### src/rtl/rr_burst_arbiter.sv
`default_nettype none
// ============================================================================
// Module   : rr_burst_arbiter
// Brief    : Four-requester round-robin arbiter with registered one-hot
//            grants and a per-owner burst limit that applies only while
//            another requester is waiting.
// Revision : 1.0 - initial release
// ============================================================================
module rr_burst_arbiter #(
    parameter int MAX_BURST = 4
) (
    input  logic       clk,
    input  logic       reset,
    input  logic       req_0,
    input  logic       req_1,
    input  logic       req_2,
    input  logic       req_3,
    output logic       gnt_0,
    output logic       gnt_1,
    output logic       gnt_2,
    output logic       gnt_3,
    output logic       gnt_valid,
    output logic [1:0] gnt_id
);

    localparam logic [0:0] c_IDLE  = 1'b0;
    localparam logic [0:0] c_GRANT = 1'b1;
    localparam logic [2:0] c_MAX   = 3'(MAX_BURST);

    // Round-robin search starting one past 'last'; returns {found, index}.
    // Iterating from the farthest candidate down lets the nearest one win.
    function automatic logic [2:0] rr_pick(input logic [3:0] req,
                                           input logic [1:0] last);
        logic [2:0] res;
        logic [1:0] idx;
        res = 3'b000;
        for (int k = 4; k >= 1; k--) begin
            idx = last + 2'(k);
            if (req[idx]) begin
                res = {1'b1, idx};
            end
        end
        return res;
    endfunction

    logic [0:0] r_state;
    logic [3:0] r_gnt;
    logic [1:0] r_gnt_id;
    logic       r_valid;
    logic [1:0] r_last;
    logic [2:0] r_cnt;

    logic [0:0] w_nxt_state;
    logic [3:0] w_nxt_gnt;
    logic [1:0] w_nxt_id;
    logic [1:0] w_nxt_last;
    logic [2:0] w_nxt_cnt;

    logic [3:0] w_req;
    logic       w_owner_req;
    logic       w_other_req;
    logic [2:0] w_pick;
    logic       w_pick_valid;
    logic [1:0] w_pick_idx;

    assign w_req       = {req_3, req_2, req_1, req_0};
    assign w_owner_req = |(w_req & r_gnt);
    assign w_other_req = |(w_req & ~r_gnt);

    // Masking out the owner makes one search serve both cases: in IDLE the
    // mask is empty, and in GRANT the owner equals LAST so it is excluded.
    assign w_pick       = rr_pick(w_req & ~r_gnt, r_last);
    assign w_pick_valid = w_pick[2];
    assign w_pick_idx   = w_pick[1:0];

    // Next-state decision: keep, hand over, or release the grant.
    always_comb begin
        w_nxt_state = r_state;
        w_nxt_gnt   = r_gnt;
        w_nxt_id    = r_gnt_id;
        w_nxt_last  = r_last;
        w_nxt_cnt   = r_cnt;
        if (r_state == c_GRANT && w_owner_req && (!w_other_req || r_cnt < c_MAX)) begin
            // Owner keeps the grant; counter saturates when unopposed.
            if (r_cnt < c_MAX) begin
                w_nxt_cnt = r_cnt + 3'd1;
            end
        end else if (w_pick_valid) begin
            // New grant: from IDLE, or a hand-over with no idle cycle.
            w_nxt_state = c_GRANT;
            w_nxt_gnt   = 4'(1 << w_pick_idx);
            w_nxt_id    = w_pick_idx;
            w_nxt_last  = w_pick_idx;
            w_nxt_cnt   = 3'd1;
        end else begin
            // Nobody requesting: drop to IDLE, gnt_id keeps its last value.
            w_nxt_state = c_IDLE;
            w_nxt_gnt   = 4'b0000;
            w_nxt_cnt   = 3'd0;
        end
    end

    // State registers; LAST resets to 3 so requester 0 is first in line.
    always_ff @(posedge clk or posedge reset) begin
        if (reset) begin
            r_state  <= c_IDLE;
            r_gnt    <= 4'b0000;
            r_gnt_id <= 2'd0;
            r_valid  <= 1'b0;
            r_last   <= 2'd3;
            r_cnt    <= 3'd0;
        end else begin
            r_state  <= w_nxt_state;
            r_gnt    <= w_nxt_gnt;
            r_gnt_id <= w_nxt_id;
            r_valid  <= |w_nxt_gnt;
            r_last   <= w_nxt_last;
            r_cnt    <= w_nxt_cnt;
        end
    end

    assign gnt_0     = r_gnt[0];
    assign gnt_1     = r_gnt[1];
    assign gnt_2     = r_gnt[2];
    assign gnt_3     = r_gnt[3];
    assign gnt_valid = r_valid;
    assign gnt_id    = r_gnt_id;

endmodule
`default_nettype wire

### config.mk
export PLATFORM = sky130hd
export DESIGN_NAME = rr_burst_arbiter
export DESIGN_NICKNAME = d
export VERILOG_FILES = /design/src/rtl/rr_burst_arbiter.sv
export SDC_FILE = /design/constraint.sdc
export NUM_CORES = 1
export LEC_CHECK = 0
export CAP_MARGIN = 15
export CORE_AREA = 2 2 51 53
export CTS_CLUSTER_DIAMETER = 80
export DETAILED_ROUTE_END_ITERATION = 6
export DIE_AREA = 0 0 53 55
export GPL_TIMING_DRIVEN = 1
export PLACE_DENSITY = 0.58
export REMOVE_ABC_BUFFERS = 1
export SYNTH_ARGS = -nofsm -noshare
export SYNTH_HDL_FRONTEND = slang
export SYNTH_SLANG_ARGS = --single-unit
### constraint.sdc
create_clock -name clk -period 1.4 [get_ports clk]
set_input_delay 0.28 -clock clk [delete_from_list [all_inputs] [get_ports clk]]
set_output_delay 0.28 -clock clk [all_outputs]
set_load 0.1 [all_outputs]
# Word level (Yosys, flattened, before mapping)
# Index checks and enable logic that the tools add are counted.
[classes] n_eq_ne=1 muxes=18 shift=1 addsub=4 reduce_logical=8 bitwise=4 order_cmp=5
[ops] operator="two-way mux 3 bit" n=6
[ops] operator="< comparator 2 x 3 -> 1 bit, second input constant" n=4
[ops] operator="OR reduction 4 bit" n=3
[ops] operator="bitwise AND 4 bit" n=2
[ops] operator="binary-select mux 1 bit (select 2 bit)" n=4
[ops] operator="two-way mux 4 bit" n=2
[ops] operator="two-way mux 1 bit" n=6
[ops] operator="adder 2 bit, second input constant" n=2
[ops] operator="NOT 4 bit" n=1
[ops] operator="left shift 1 x 2 -> 4 bit, first input constant" n=1
[ops] operator="adder 3 x 1 -> 3 bit, second input constant" n=1
[ops] operator="< comparator 3 bit, second input constant" n=1
[ops] operator="adder 2 x 1 -> 2 bit, second input constant" n=1
[ops] operator="logical AND 1 bit" n=2
[ops] operator="inequality test 2 bit, second input constant" n=1
[ops] operator="AND reduction 2 bit" n=1
[ops] operator="zero test 1 bit" n=1
[ops] operator="logical OR 1 bit" n=1
[ops] operator="NOT 1 bit" n=1
[totals] word_cells=47 ff_bits=13 input_bits=6 out_inout_bits=7

# Longest topological paths before layout
# Gate-level depths: netlist of run 1.
[logic_depth] word_depth=12 ltp_mapped=5 depth_no_buf=4

# Least setup slack after synthesis of run 1
# OpenSTA, ideal clock, no wires.
[synth_timing] path_type="flip-flop to flip-flop" start="register r_gnt[3]" end="register r_gnt_id[0], in the netlist gnt_id[0]" arrival_ns=1.935 path_stages_with_launch=6 period_less_slack_ns=2.061 setup_ns=0.126 required_time_ns=1.274 slack_ns=-0.661 n_path_buf=1 path_cell_list="dfrtp_1 -> nand2b_4 -> nand4_1 -> o21a_1 -> buf_6 -> mux2_4"
[synth_between] elab_chain_len=9 elab_cells_between_ends=23 classes_between="12 x mux; 4 x bitwise; 7 x reduce/logical"
[synth_rtl] element="start: declaration" line_no="47" source="logic [3:0] r_gnt;"
[synth_rtl] element="start signal: assignment" line_no="114" source="r_gnt <= w_nxt_gnt;"
[synth_rtl] element="NOT 4 bit" line_no="68, 72"
[synth_rtl] element="bitwise AND 4 bit" line_no="68, 72"
[synth_rtl] element="binary-select mux 1 bit (select 2 bit)" line_no="39" source="if (req[idx]) begin"
[synth_rtl] element="two-way mux 1 bit (implied by the code)" line_no="39"
[synth_rtl] element="two-way mux 3 bit (4 in a row)" line_no="39"
[synth_rtl] element="AND reduction 2 bit (no source line)"
[synth_rtl] element="end signal: assignment" line_no="115" source="r_gnt_id <= w_nxt_id;"
[synth_rtl] element="end: declaration" line_no="48" source="logic [1:0] r_gnt_id;"
# Parallel ways exist; a longest one is shown, timed or not. The select of a mux whose other input is x is not followed.
# A chain may end at the register's enable or synchronous reset.

# Worst setup path in the final report of run 1
[layout_timing] start="register r_gnt[0]" end="register r_gnt[0]"
[layout_between] elab_chain_len=11 elab_cells_between_ends=24 classes_between="1 x shift; 14 x mux; 3 x bitwise; 6 x reduce/logical"
[layout_rtl] element="NOT 4 bit" line_no="68, 72"
[layout_rtl] element="bitwise AND 4 bit" line_no="68, 72"
[layout_rtl] element="binary-select mux 1 bit (select 2 bit)" line_no="39"
[layout_rtl] element="two-way mux 1 bit (implied by the code)" line_no="39"
[layout_rtl] element="two-way mux 3 bit (4 in a row)" line_no="39"
[layout_rtl] element="left shift 1 x 2 -> 4 bit" line_no="91" source="w_nxt_gnt = 4'(1 << w_pick_idx);"
[layout_rtl] element="two-way mux 4 bit" line_no="88" source="end else if (w_pick_valid) begin"
[layout_rtl] element="two-way mux 4 bit *" line_no="83" source="if (r_state == c_GRANT && w_owner_req && (!w_other_req || r_cnt < c_MAX)) begin"
[layout_rtl] element="net w_nxt_gnt[0]" line_no="54" source="logic [3:0] w_nxt_gnt;"
# The timed path passes the listed nets; every way through them passes the cells marked *. The select of a mux whose other input is x is not followed.

==> results.cfg, run 1 <==
[hold_path]
min_path_type = in2async

[yosys]
yosysSeqAreaShare_pct = 47.6
yosys.area.top_type = dfrtp_1
synth-main-ff-cell = dfrtp_1
async_flop_share_pct = 100
avgSynthCellArea_um2 = 11.7
synth_top_area_share_pct = 40.0
syn_inst = 59
netlist_top_cells_area = dfrtp_1 (40%), dfstp_2 (7.6%), mux2i_1 (4.4%)
synth_cell_types = 31
synth_edf_count = 0
ys_ff_latch = 13
synth_area_um2 = 688
ys_warn_count = 0

[final_layout]
final_cell_mix = dfrtp_1 (11), buf_4 (9), buf_12 (7), inv_1 (5), buf_6 (5)
final_core_util_pct = 47.0
diodes = 0
nets = 95
drive_above_1_share_pct = 54.0
syn2layout_area_growth_pct = 61.5
layout_commonest_cell = dfrtp_1
nFillCells = 223

[sta]
setup-violations-final = 10
setup_slack_ns = -0.0946
clock.fmax_ghz = 0.669
rsz0062_at_grt = true
finalCritPeriodShare_pct = 107
slew_viol_final = 0
period_needed_ns = 1.49
slew_headroom_pct = 67.7
hold_violations = 0
finalClockSkew_ns = 0.00300
tightest_slew_ns = 0.484

[setup_path]
r2r_cells = 5
critPathKind = reg2reg
crit_start = r_gnt[0]
cp_data_required_time_ns = 1.56
critPathMaxFanout = 5
regToRegSetupSlack_ns = -0.09
worstPathArrival_ns = 1.66
reg2reg_from = r_gnt[0]
end_kind = flop
reg2reg_to = r_gnt[0]
start_kind = flop

[die]
fp.dieW_um = 53
ioPinCount = 13
core_um2 = 2360
initial_core_util_pct = 29.1
dieHeight_um = 55
die_area_um2 = 2920
rows = 18

[global_route]
grt_max_degree = 14
grt_pass1_vias = 612
track_usage_pct = 13.4
grt_overflow_total = 0
grt_pass1_wl_um = 2840
antenna_found_initial = 0

[clocking]
clock_sinks = 13
cts_inserted_buffers = 3
clk_path_buf_depth = 2
cts_max_level = 1
cts_root_buf = clkbuf_4
clkTransAtPathRegs_ns = 0.08
insertion_delay_ns = 0.27
cts_tree = done

[drt]
post_drt_wl_per_cell_um = 14.5
vias = 576
drt_iter0_drc = 5
finalWirelength_um = 1700
ant_nets = 0
drt_first_pass_iters = 4
drc = 0
viasPerCell = 4.92

[placed_design]
pre_cts_ws_ns = -0.484
dp_hpwl_um = 1190
place.gp.congestion = 0.787
port-buffer-count = 12

[job]
maxCapViolations = 0

[status]
violations = negative setup slack
status = finished, violations left
==> cells in the mapped netlist (2+ instances only) <==
| cell | n |
|---|---|
| mux2_4 | 2 |
| nand2b_4 | 2 |
| dfstp_2 | 2 |
| o32ai_1 | 2 |
| a32o_2 | 2 |
| dfrtp_1 | 11 |
| mux2i_1 | 3 |
| nand2_1 | 3 |
| a22o_1 | 2 |
| nor2_1 | 3 |
| inv_1 | 5 |
| o221ai_1 | 2 |
| nand2b_2 | 2 |
==> cell families after synthesis <==
group,count (synthesis),synth area share (%)
AO/OA/AOI/OAI,18,22.0
AND/OR/NAND/NOR,14,13.5
flip-flops,13,47.6
buffers and inverters,7,5.09
multiplexers,5,8.73
XOR/XNOR,1,1.27
adder cells (fa/ha/maj),1,1.82
==> what timing repair did <==
item	4_1_cts	5_1_grt
pin swaps	9	8
hold endpoints to repair	0	0
setup endpoints to repair	13	12
gates resized for setup	14	12
hold buffers	0	0
setup buffers	3	3
==> registers in the layout, indices dropped and copies added, names as in the netlist <==
signal	flops
r_last	2
r_gnt	4
r_cnt	3
gnt_id	2
gnt_valid	1
r_state	1
==> cell type report <==
cell class	instances	area [µm²]	share of cell area, %
Tap cell	30	37.5	3.38
Timing Repair Buffer	26	309	27.8
Inverter	5	18.8	1.69
Sequential cell	13	328	29.5
Multi-Input combinational cell	39	392	35.2
Clock buffer	4	26.3	2.36
==> worst max path at each step <==
stage,slack (ns),end
floorplan,-0.64,gnt_id[0]
global placement,-0.47,gnt_id[0]
detailed placement,-0.48,gnt_id[0]
CTS,-0.10,r_gnt[3]
global route,-0.15,r_gnt[1]
finish,-0.09,r_gnt[0]
==> metal layers <==
layer | global-route usage (%) | vias up | wire, µm
li1 | - | 281 | -
met1 | 17.5 | 278 | 705
met2 | 21.9 | 15 | 887
met3 | 2.42 | 2 | 106
met4 | 5.98 | 0 | 4
met5 | 0 | - | 0
==> stage by stage <==
step	cells	area (µm²)	setup TNS [ns]	hold slack (ns)
global route	117	1110	-1.25	0.381
CTS	116	1060	-0.475	0.336
finish	117	1110	-0.456	0.319
floorplan	57	672	-6.63	0.156
detailed placement	109	975	-5.09	0.515
global placement	109	975	-5.11	0.513
==> worst max-delay path: stages, from the launching register on <==
cell	delay, ns
dfrtp_1	0.42
nand2b_2	0.19
nand4_1	0.18
o21a_4	0.20
buf_4	0.14
a32o_2	0.25
Power of run 1 is not shown: default switching activity piles up to over one toggle a cycle in this logic, so the estimate is an artifact.
==> inputs of run 2 (changes only) <==
PLACE_DENSITY = unset   (was 0.58)
==> run 2 against run 1 <==
The flow still finishes with violations (negative setup slack). Largest cell class unchanged. Register-to-register slack improved by 0.02 ns. Sequential share of layout area rose by 0.40 points. Clock skew fell by 0.0020 ns. Core utilization fell by 0.63 points. First-iteration DRC count rose by 120%.
==> results.cfg, run 2 (same netlist as run 1, synthesis figures left out) <==
[drt]
drc = 0
ant_nets = 0
post_drt_wl_per_cell_um = 14.6
viasPerCell = 4.93
drt_first_pass_iters = 2
vias = 577
finalWirelength_um = 1710
drt_iter0_drc = 11

[global_route]
antenna_found_initial = 0
grt_pass1_vias = 578
grt_max_degree = 14
grt_overflow_total = 0
track_usage_pct = 13.6
grt_pass1_wl_um = 2700

[final_layout]
largest_register_ffs = 4
diodes = 0
largest_register = r_gnt
final_cells = 117
syn2layout_area_growth_pct = 59.3
drive_above_1_share_pct = 52.9
nets = 95
reg.largest.list = r_gnt x4, r_cnt x3
final_cell_mix = dfrtp_1 (11), buf_4 (11), buf_12 (7), inv_1 (5), dlygate4sd2_1 (4)

[sta]
period_needed_ns = 1.48
hold_slack_ns = 0.315
rsz0062_at_grt = true
slew_viol_final = 0
tightest_slew_ns = 0.498
hold_violations = 0
slew_headroom_pct = 66.8
setup-violations-final = 9
finalClockSkew_ns = 0.000993
finalCritPeriodShare_pct = 105
clock.fmax_ghz = 0.677
setup_slack_ns = -0.0766

[die]
ioPinCount = 13
die_area_um2 = 2920
rows = 18
dieHeight_um = 55
core_um2 = 2360
fp.dieW_um = 53
initial_core_util_pct = 29.1

[clocking]
cts_tree = done
clk_path_buf_depth = 2
cts_hold_buf = 0
cts_inserted_buffers = 3
clock_sinks = 13
clkTransAtPathRegs_ns = 0.08
cts_root_buf = clkbuf_4
cts_max_level = 1
insertion_delay_ns = 0.28

[setup_path]
start_kind = flop
regToRegSetupSlack_ns = -0.08
reg2reg_from = r_gnt[2]
worstPathArrival_ns = 1.66
reg2reg_to = r_gnt[3]
critPathKind = reg2reg
cp_data_required_time_ns = 1.59
r2r_cells = 3
end_kind = flop
critPathMaxFanout = 6

[status]
violations = negative setup slack
status = finished, violations left

[placed_design]
dpl.cell_count = 109
port-buffer-count = 12
dp_hpwl_um = 1120
place.gp.congestion = 0.783

[job]
maxCapViolations = 0

[hold_path]
min_path_type = in2async
[run 2: stage by stage]
stage / instance area [µm²] / setup slack, ns / utilization, % / setup TNS, ns
4_1_cts: 1060 / -0.0864 / 44.8 / -0.540
2_1_floorplan: 672 / -0.642 / - / -6.63
5_1_grt: 1100 / -0.139 / 46.3 / -1.15
6_report: 1100 / -0.0766 / 46.3 / -0.422
3_3_place_gp: 975 / -0.485 / 41.2 / -5.03
3_5_place_dp: 975 / -0.507 / 41.2 / -5.42
[run 2: how the worst max path moves through the flow]
stage	startpoint	end	slack (ns)	depth (start not counted)
floorplan	r_gnt[3]	gnt_id[0]	-0.64	4
global placement	req_2	gnt_id[0]	-0.49	5
detailed placement	req_2	gnt_id[0]	-0.51	5
CTS	r_gnt[2]	gnt_id[0]	-0.09	4
global route	r_gnt[2]	gnt_id[0]	-0.14	4
finish	r_gnt[2]	r_gnt[3]	-0.08	3
[run 2: final cells by class]
| type | instances | area [µm²] |
|---|---|---|
| clock buffer | 4 | 26.3 |
| fill | 225 | 1270 |
| timing repair buffer | 26 | 302 |
| tap | 30 | 37.5 |
| multi-input combinational | 39 | 384 |
| inverter | 5 | 18.8 |
| sequential | 13 | 328 |
[run 2: repair_timing]
action	4_1_cts	5_1_grt
pin swaps	8	5
gates resized for setup	12	8
setup endpoints to repair	13	13
buffers inserted	3	1
[run 2: worst max-delay path, cell delays in order, from the launching register on]
cell	delay (ns)
dfrtp_1	0.43
nand2b_2	0.23
a221o_2	0.44
o32ai_2	0.29
[run 2: metal layers]
metal  GRT usage, %  vias to the layer above  part of all wire, %
li1               -                      275                    -
met1           15.7                      285                   44
met2           22.5                       13                   50
met3           5.11                        4                  3.8
met4           6.41                        0                  1.5
met5              0                        -                    0
Power of run 2 is left out for the same reason.
==> inputs of run 3 (changes only) <==
ABC_CLOCK_PERIOD_IN_PS = 1400   (was unset)
CTS_CLUSTER_SIZE = 8   (was unset)
==> results of run 3 <==
Final layout, timing and power as in run 2 (identical DEF).
Power of run 3 is left out for the same reason.
==> patch (flow settings as in run 2) <==
Make the reset (`reset`) synchronous in one clocked block.
--- a/src/rtl/rr_burst_arbiter.sv
+++ b/src/rtl/rr_burst_arbiter.sv
@@ -102,5 +102,5 @@
 
     // State registers; LAST resets to 3 so requester 0 is first in line.
-    always_ff @(posedge clk or posedge reset) begin
+    always_ff @(posedge clk) begin
         if (reset) begin
             r_state  <= c_IDLE;
Function: differs if reset is asserted again (counterexample within 4 cycles, from zero or initial values and one cycle with reset high); with reset held inactive, the same outputs for 10 cycles.
==> patch against run 2 <==
- the flow still finishes with violations (negative setup slack)
- global-route usage is 1.4 points higher
- sequential share of layout area is 7.5 points lower
- final area is 9.7% higher
- sequential cell count stayed put
- wire length is 18% higher
- non-clock buffer count is 12 higher
- synthesized area is 4.0% lower
- setup slack worse by 0.15 ns
- first-iteration DRC count is 73% higher
- core utilization is 4.5 points higher
- critical endpoint is now r_gnt[3]
==> patch: results (changes against run 2) <==
final critical-path setup slack - -0.229 ns (-0.152 ns)
crit-path max FO - 8 (+2)
vias in the first global route - 746 (+29%)
Slowest Stage Delay on Critical Path - 0.48 ns (+0.04 ns)
DP Wirelength - 1180 um (+4.9%)
Synth area leaders - dfxtp_1 39%, a21oi_1 6.8%, nand2_1 4.5%, nor2_1 4.0%, a22o_1 2.7%
critical path arrival - 1.84 ns (+0.18 ns)
leading cell types by count after synthesis - 13 x dfxtp_1, 9 x a21oi_1, 8 x nand2_1
failing checks - negative setup slack
crit path to - r_gnt[3]
Setup-failing EPs final - 13 (+4)
Post-synth ARST share - 0 (-1.00)
Final Util - 0.508 (+0.0450)
sequential element share of the synthesized area - 0.394 (-0.0824)
Slew headroom - 0.815 (+0.147)
placed cell areas - 1000 um^2 (+2.7%)
Unique masters post-synth - 33 (+6.5%)
Clock Skew - 0.00190 ns (+0.000911 ns)
first-pass GRT wire length - 3160 um (+17%)
worst r2r path cells - 5 (+2)
min-delay worst type - flop to flop
placer congestion estimate - 0.810 (+3.4%)
status - finished with violations
via count - 707 (+23%)
wire per inst - 14.3 um (-1.8%)
## patch: layer usage
layer	global-route usage	up-vias	routed length, um
li1	-	337	-
met1	0.173	350	867
met2	0.265	14	1060
met3	0.0269	6	57
met4	0.0855	0	33
met5	0	-	0
## patch: worst min-delay path by stage
stage | startpoint | end | slack (ns) | cells after the start
finish | gnt_id[1] | gnt_id[1] | 0.51 | 2
global route | gnt_id[1] | gnt_id[1] | 0.55 | 2
CTS | gnt_id[1] | gnt_id[1] | 0.52 | 2
detailed placement | gnt_id[1] | gnt_id[1] | 0.50 | 2
global placement | gnt_id[1] | gnt_id[1] | 0.49 | 2
floorplan | reset | gnt_id[1] | 0.35 | 1
## patch: area by class of cell
class	instances	area share
Multi-Input combinational cell	55	0.398
Inverter	1	0.00312
Sequential cell	13	0.224
Clock buffer	4	0.0219
Tap cell	30	0.0312
Timing Repair Buffer	38	0.323
## patch: cells by family after synthesis
group | count (synthesis) | synth area share
fa+ha+maj | 1 | 0.0189
buf+inv | 3 | 0.0170
flops | 13 | 0.394
mux | 2 | 0.0379
simple gates | 28 | 0.250
xor+xnor | 1 | 0.0133
compound gates | 23 | 0.269
## patch: worst max-delay path, delay by kind of cell, from the launching register on
family,cells,cell delay [ns]
AND/OR/NAND/NOR,3,0.78
flip-flops,1,0.36
AO/OA/AOI/OAI,2,0.41
## patch: metrics by stage
step | setup TNS (ns) | hold slack, ns | std cells
floorplan | -10.28 | 0.349 | 69
global route | -3.11 | 0.547 | 141
global placement | -7.37 | 0.491 | 127
CTS | -1.65 | 0.521 | 140
finish | -2.22 | 0.513 | 141
detailed placement | -7.55 | 0.499 | 127
## patch: what timing repair did
item	CTS	global route
gates resized for setup	19	10
pin swaps	15	7
buffers inserted	9	1
setup endpoints to repair	13	13
hold endpoints to repair	0	0
